$ cat src/rtl/object2_renderer.sv
// Object 2 sprite renderer: bounce motion, ROM addressing, transparency-keyed composite over background.
// Latency: x/y presented in cycle t yields rgb_out/obj_on after edge t+2; position updates on frame_tick edges.
// Backpressure: none; the pipeline advances every cycle. Optional collision flag enabled by OBJ2_COLLIDE_EN.
module object2_renderer #(
    parameter int          ROW_W      = 1,
    parameter int          COL_W      = 1,
    parameter int          SCALE_LOG2 = 3,
    parameter int          H_RES      = 640,
    parameter int          V_RES      = 480,
    parameter int          INIT_X     = 100,
    parameter int          INIT_Y     = 50,
    parameter int          SPEED      = 2,
    parameter logic [11:0] KEY_COLOR  = 12'h000
) (
    input  logic             clk,
    input  logic             reset_n,
    input  logic [9:0]       x,
    input  logic [9:0]       y,
    input  logic             video_on,
    input  logic [11:0]      bg_rgb,
    input  logic             frame_tick,
    input  logic             move_en,
    input  logic             other_on,
    input  logic [11:0]      color_data,
    output logic [ROW_W-1:0] rom_row,
    output logic [COL_W-1:0] rom_col,
    output logic [11:0]      rgb_out,
    output logic             obj_on,
    output logic [9:0]       pos_x,
    output logic [9:0]       pos_y,
    output logic             collide
);

    localparam int          OBJ_W  = 1 << (COL_W + SCALE_LOG2);
    localparam int          OBJ_H  = 1 << (ROW_W + SCALE_LOG2);
    localparam logic [10:0] OBJ_W11 = 11'(OBJ_W);
    localparam logic [10:0] OBJ_H11 = 11'(OBJ_H);
    localparam logic [10:0] MAX_X  = 11'(H_RES - OBJ_W);
    localparam logic [10:0] MAX_Y  = 11'(V_RES - OBJ_H);
    localparam logic [10:0] SPD11  = 11'(SPEED);
    localparam logic [9:0]  SPD10  = 10'(SPEED);
    localparam logic [9:0]  INIT_X10 = 10'(INIT_X);
    localparam logic [9:0]  INIT_Y10 = 10'(INIT_Y);

    // Position and direction state; dir = 1 means moving toward larger coordinates.
    logic [9:0] pos_x_q;
    logic [9:0] pos_y_q;
    logic       dir_x;
    logic       dir_y;

    // Stage 0: box test and texel offsets, all in 11 bits so pos+OBJ_W cannot wrap.
    logic [10:0] x_e;
    logic [10:0] y_e;
    logic [10:0] px_e;
    logic [10:0] py_e;
    logic [10:0] off_x;
    logic [10:0] off_y;
    logic        in_box;

    assign x_e   = {1'b0, x};
    assign y_e   = {1'b0, y};
    assign px_e  = {1'b0, pos_x_q};
    assign py_e  = {1'b0, pos_y_q};
    assign off_x = x_e - px_e;
    assign off_y = y_e - py_e;

    assign in_box = (x_e >= px_e) && (x_e < px_e + OBJ_W11) &&
                    (y_e >= py_e) && (y_e < py_e + OBJ_H11);

    // Offset divided by texel size, truncated to the ROM address width.
    assign rom_col = off_x[SCALE_LOG2 +: COL_W];
    assign rom_row = off_y[SCALE_LOG2 +: ROW_W];

    // Only the texel-index bits of the offsets feed the ROM; the rest are intentionally dropped.
    logic unused_off_bits;
    assign unused_off_bits = ^{off_x, off_y};

    // Stage 1 registers, aligned with the ROM's registered address.
    logic        d1_in;
    logic        d1_vid;
    logic [11:0] d1_bg;

    // Stage 1: capture box, blanking and background alongside the ROM lookup.
    always_ff @(posedge clk or negedge reset_n) begin
        if (!reset_n) begin
            d1_in  <= 1'b0;
            d1_vid <= 1'b0;
            d1_bg  <= 12'h000;
        end else begin
            d1_in  <= in_box;
            d1_vid <= video_on;
            d1_bg  <= bg_rgb;
        end
    end

    logic opaque;
    assign opaque = d1_in && d1_vid && (color_data != KEY_COLOR);

    // Stage 2: key out transparent texels and fall back to background (or black in blanking).
    always_ff @(posedge clk or negedge reset_n) begin
        if (!reset_n) begin
            rgb_out <= 12'h000;
            obj_on  <= 1'b0;
        end else begin
            rgb_out <= opaque ? color_data : (d1_vid ? d1_bg : 12'h000);
            obj_on  <= opaque;
        end
    end

    // Bounce motion: step by SPEED per enabled tick, clamp at the edge and reverse.
    always_ff @(posedge clk or negedge reset_n) begin
        if (!reset_n) begin
            pos_x_q <= INIT_X10;
            pos_y_q <= INIT_Y10;
            dir_x   <= 1'b1;
            dir_y   <= 1'b1;
        end else if (frame_tick && move_en) begin
            if (dir_x) begin
                if (px_e + SPD11 >= MAX_X) begin
                    pos_x_q <= MAX_X[9:0];
                    dir_x   <= 1'b0;
                end else begin
                    pos_x_q <= pos_x_q + SPD10;
                end
            end else begin
                if (px_e <= SPD11) begin
                    pos_x_q <= 10'd0;
                    dir_x   <= 1'b1;
                end else begin
                    pos_x_q <= pos_x_q - SPD10;
                end
            end

            if (dir_y) begin
                if (py_e + SPD11 >= MAX_Y) begin
                    pos_y_q <= MAX_Y[9:0];
                    dir_y   <= 1'b0;
                end else begin
                    pos_y_q <= pos_y_q + SPD10;
                end
            end else begin
                if (py_e <= SPD11) begin
                    pos_y_q <= 10'd0;
                    dir_y   <= 1'b1;
                end else begin
                    pos_y_q <= pos_y_q - SPD10;
                end
            end
        end
    end

    assign pos_x = pos_x_q;
    assign pos_y = pos_y_q;

`ifdef OBJ2_COLLIDE_EN
    // Sticky overlap flag, cleared once per frame; a fresh overlap beats the clear.
    always_ff @(posedge clk or negedge reset_n) begin
        if (!reset_n) begin
            collide <= 1'b0;
        end else if (obj_on && other_on) begin
            collide <= 1'b1;
        end else if (frame_tick) begin
            collide <= 1'b0;
        end
    end
`else
    // Collision tracking compiled out; the other object's flag has no effect.
    logic unused_other_on;
    assign unused_other_on = other_on;
    assign collide         = 1'b0;
`endif

endmodule

$ cat config.mk
export PLATFORM = sky130hd
export DESIGN_NAME = object2_renderer
export DESIGN_NICKNAME = d
export VERILOG_FILES = /design/src/rtl/object2_renderer.sv
export SDC_FILE = /design/constraint.sdc
export NUM_CORES = 1
export LEC_CHECK = 0
export ABC_AREA = 1
export BUFFER_PORTS_ARGS = -buffer_cell sky130_fd_sc_hd__buf_4
export CAP_MARGIN = 5
export CORE_MARGIN = 5
export CORE_UTILIZATION = 30
export DETAILED_ROUTE_END_ITERATION = 10
export PLACE_DENSITY = 0.61
export SLEW_MARGIN = 20
export SYNTH_ARGS = -nofsm -noshare
export SYNTH_HDL_FRONTEND = slang
export SYNTH_SLANG_ARGS = --single-unit
export TNS_END_PERCENT = 5
$ cat constraint.sdc
create_clock -name clk -period 6.15 [get_ports clk]
set_clock_uncertainty 0.2 [all_clocks]
set_input_delay 0.3075 -clock clk [delete_from_list [all_inputs] [get_ports clk]]
set_output_delay 0.3075 -clock clk [all_outputs]
set_load 0.02 [all_outputs]
-- Word level (Yosys, flattened, before mapping)
Index checks and enable logic that the tools add are counted.
- register bits: 49
- output and inout bits: 36
- reductions and logical operators: 7
- add/sub/neg operators: 10
- muxes and demuxes: 14
- $lt $le $gt $ge: 8
- operators by type and width (operator ; count):
    $mux 10 ; 6
    $mux 12 ; 2
    $add 10x2->11 const B ; 2
    $add 10x5->11 const B ; 2
    $lt 10x11->1 ; 2
    $add 10x2->10 const B ; 2
    $ge 10x10->1 ; 2
    $le 10x2->1 const B ; 2
    $sub 10x2->10 const B ; 2
    $reduce_bool 12->1 ; 1
    $ge 11x10->1 const B ; 1
    $ge 11x9->1 const B ; 1
    $sub 4x4->4 ; 2
    $logic_and 1x1->1 ; 6
    $mux 1 ; 6

-- Longest topological paths before layout
- word-level depth: 5
- gate-level depth with buffers: 13
- gate-level depth less buffers: 13

-- Worst setup path after synthesis
No wires, ideal clock.
- path type: register to register
- start: reg pos_x_q[5], in the netlist pos_x[5]
- end: reg d1_in
- slack: 3942 ps
- path buffers: 0
- arrival time: 1886 ps
- required time: 5828 ps
- stages on the path, launching flop included: 13
- setup time: 122 ps
- cells stage by stage: dfstp_2 > inv_1 > nor3_2 > nand2_1 > xor2_1 > ha_1 > inv_1 > nor2_1 > nand2_1 > nor2_1 > nor2_1 > nand4_1 > nor2_1
- longest elaborated chain between the ends: 5
- elaborated cells between the ends (all ways): 6
- ends and longest elaborated chain (element ; RTL line ; RTL):
    from (decl) ; 46 ; logic [9:0] pos_x_q;
    from (signal assigned) ; 120 ; pos_x_q <= MAX_X[9:0];
    from (signal assigned) ; 123 ; pos_x_q <= pos_x_q + SPD10;
    from (signal assigned) ; 130 ; pos_x_q <= pos_x_q - SPD10;
    $add 10x5->11 ; 67 ; assign in_box = (x_e >= px_e) && (x_e < px_e + OBJ_W11) &&
    $lt 10x11->1 ; 67 ;
    $logic_and 1x1->1 * (2 in series) ; 67 ;
    $logic_and 1x1->1 * ; 68 ; (y_e >= py_e) && (y_e < py_e + OBJ_H11);
    via in_box ; 58 ; logic in_box;
    to (signal assigned) ; 90 ; d1_in <= in_box;
    to (decl) ; 79 ; logic d1_in;
The timed path passes the listed nets; every way through them passes the cells marked *.
A chain may end at the register's enable or synchronous reset.

-- Final worst setup path
- start: reg pos_y_q[1], in the netlist pos_y[1]
- end: out rom_row
- longest elaborated chain between the ends: 1
- ends and longest elaborated chain (element ; RTL line ; RTL):
    from (decl) ; 47 ; logic [9:0] pos_y_q;
    from (signal assigned) ; 136 ; pos_y_q <= MAX_Y[9:0];
    from (signal assigned) ; 139 ; pos_y_q <= pos_y_q + SPD10;
    from (signal assigned) ; 146 ; pos_y_q <= pos_y_q - SPD10;
    $sub 4x4->4 ; 65 ; assign off_y = y_e - py_e;
    to (decl) ; 25 ; output logic [ROW_W-1:0] rom_row,
Every way passes these cells.

==> results.py <==
metrics = {
    "worst_setup_path": {
        "crit-reg2reg-launch": "pos_x[5]",
        "critPathLaunchType": "flop",
        "cp.arrival_ps": 1950,
        "critPathLaunch": "pos_y[1]",
        "worstSetupEndpointType": "output port",
        "crit_type": "reg -> out",
        "worst-path-max-fanout": 8,
        "cp.required_ps": 5640,
    },
    "clocking": {
        "clockBufferDepth": 2,
        "cts_tree": "done",
        "post_cts_resize_count": 0,
        "path_clk_slew_ps": 70,
        "cts.sinks": 47,
        "clock_latency_ps": 280,
        "htreeDepth": 2,
        "cts-root-buf": "clkbuf_16",
        "numCtsBuffers": 5,
    },
    "floorplan": {
        "die_h_um": 120,
        "core_area_um2": 12000,
        "initial_core_util_pct": 30.5,
        "die_w_um": 120,
        "die_area_um2": 14500,
        "rows": 40,
        "pin_count": 86,
    },
    "layout": {
        "area_growth_pct": 28.2,
        "final_area_um2": 4700,
        "finish.net_count": 665,
        "final_layout_size_suffix_gt1_share_pct": 20.7,
    },
    "global_routing": {
        "antenna_found_initial": 0,
        "grt_pass1_vias": 3522,
        "grt_max_degree": 48,
        "grt_pass1_wl_um": 16300,
        "gr-total-overflow": 0,
        "grt_usage_pct": 13.5,
    },
    "sta": {
        "hold_violations": 0,
        "tightest_slew_ps": 764,
        "period_needed_ps": 2460,
        "fmax_mhz": 407,
        "slew_headroom_pct": 49.0,
        "fin_tns_setup_ps": 0,
        "whs_ps": 43.1,
        "fin_crit_sh_pct": 40.0,
        "setup_viol": 0,
        "rsz0062_at_grt": "no",
        "slew_violations": 0,
    },
    "synthesis": {
        "ys_async_sr_fraction_pct": 100,
        "synth-edff-count": 0,
        "ys_types": 39,
        "synth_area_um2": 3660,
        "avgSynthCellArea_um2": 7.50,
        "synth_cells": 488,
        "synth-seq-area-share_pct": 32.4,
        "synth-seq-cells": 47,
        "synth_warnings": 0,
        "synth_ff_type": "dfrtp_1",
    },
    "detailed_routing": {
        "viasPerCell": 4.78,
        "dr_total_vias": 3458,
        "drc": 0,
        "ant_nets": 0,
        "drt_iter0_markers": 226,
        "drt-pass1-iter-count": 4,
        "drt-total-wl_um": 9800,
        "routedWlPerCell_um": 13.5,
    },
    "pwr": {
        "leakagePower_nw": 2.32,
        "power_density_nw_per_um2": 397,
        "ir_drop_mv": 0.189,
    },
    "place": {
        "hpwl_um": 7660,
        "io_buffers": 79,
        "place_area_um2": 4350,
        "place_congestion": 0.898,
    },
    "hold_path": {
        "hold_class": "in -> reg",
        "min_from": "color_data[5]",
    },
    "outcome": {
        "status": "complete, no violations",
    },
    "flow_run": {
        "max-cap-violations": 0,
    },
}
-- area by class of cell --
class / instances / area (um^2)
multi-input combinational: 379 / 2210
inverter: 48 / 180
clock buffer: 5 / 125
fill: 1260 / 7320
antenna: 1 / 2.50
timing repair buffer: 94 / 741
clock inverter: 3 / 67.6
tap: 147 / 184
sequential: 47 / 1190
-- cell usage after synthesis, types with 4 or more instances --
cell type | count | area, um^2
dfstp_2 | 8 | 210
buf_4 | 6 | 45.0
nand3_1 | 32 | 160
nor2_1 | 45 | 169
nand3b_1 | 4 | 30.0
inv_1 | 42 | 158
ha_1 | 40 | 500
nand2_2 | 5 | 31.3
dfrtp_1 | 39 | 976
xor2_1 | 21 | 184
nor3_1 | 9 | 45.0
nand2_1 | 122 | 458
nand4_1 | 12 | 75.1
a21oi_1 | 25 | 125
o21ai_0 | 28 | 140
inv_2 | 4 | 15.0
clkbuf_1 | 6 | 22.5
-- per-stage QoR --
| stage | setup slack, ps | total power, mW | std cells | utilization [%] |
|---|---|---|---|---|
| 2_1_floorplan | 3940 | 1.21 | 490 | - |
| 3_3_place_gp | 3710 | 1.50 | 701 | 36.3 |
| 3_5_place_dp | 3720 | 1.51 | 701 | 36.3 |
| 4_1_cts | 3670 | 1.88 | 723 | 39.0 |
| 5_1_grt | 3500 | 2.03 | 723 | 39.1 |
| 6_report | 3690 | 1.86 | 724 | 39.1 |
-- state kept, by name, indices dropped and copies added (netlist names) --
signal   count
dir_y        1
d1_in        1
d1_vid       1
obj_on       1
pos_y        9
pos_x        9
rgb_out     12
d1_bg       12
dir_x        1
-- where the power goes --
| group | internal [mW] | switching (mW) | total [mW] |
|---|---|---|---|
| clock network | 0.233 | 0.116 | 0.349 |
| registers | 0.391 | 0.140 | 0.531 |
| logic | 0.392 | 0.591 | 0.983 |
| total | 1.02 | 0.847 | 1.86 |
-- placed cells by master (no fill, tap or decap), types with 2 or more instances in the layout --
master,netlist,final
xnor2_1,3,3
o21ai_0,28,28
clkinv_1,2,2
a21oi_1,25,25
bufinv_16,0,2
a21oi_2,2,2
nand2_1,122,122
nand2_2,5,5
conb_1,1,3
nand4_1,12,12
buf_4,6,80
nand2_4,2,2
o21ai_1,2,2
o21a_1,3,3
nand3_1,32,32
nor2_4,2,2
dfrtp_1,39,39
nor2_1,45,45
clkbuf_16,0,5
nand3b_1,4,4
dfstp_2,8,8
nor2_2,3,3
dlygate4sd3_1,0,14
o211ai_1,2,2
nor4_1,3,3
inv_1,42,42
o21bai_1,3,3
nor3_1,9,9
ha_1,40,40
xor2_1,21,21
inv_2,4,4
-- repair_timing --
| item | in CTS | in global routing |
|---|---|---|
| endpoints found under the hold margin | 52 | 0 |
| buffers inserted | 0 | 0 |
| hold buffers | 14 | 0 |
-- kinds of logic (layout without fill, tap and decap cells) --
logic type / after synthesis / in the layout / share of synthesized area, %
xor+xnor: 24 / 24 / 5.74
flops: 47 / 47 / 32.4
buf+inv: 64 / 150 / 7.65
compound gates: 68 / 68 / 10.2
other cells: 1 / 4 / 0.102
simple gates: 244 / 244 / 30.2
fa+ha+maj: 40 / 40 / 13.7
-- worst max-delay path, cell delays in order, from the launching register on --
cell,delay [ps]
dfstp_2,640
inv_1,150
ha_1,300
nor2_1,50
o21bai_1,210
xor2_1,170
buf_4,160
-- worst paths after layout --
path	slack, ps	depth (start not counted)	end
max	3690	6	rom_row
min	40	3	rgb_out[5]
max reg2reg	3740	12	d1_in
min reg2reg	330	2	rgb_out[6]
max in group asynchronous	4970	2	pos_x[7]
min in group asynchronous	380	2	obj_on
-- metal layers --
layer | global-route usage (%) | share of wire, % | wire, um
met4 | 3.75 | 1.3 | 125
met3 | 2.20 | 3.8 | 376
met5 | 0 | 0 | 0
met1 | 17.5 | 45 | 4370
met2 | 23.3 | 50 | 4920
Note: power is estimated with default switching activity, not from simulation.
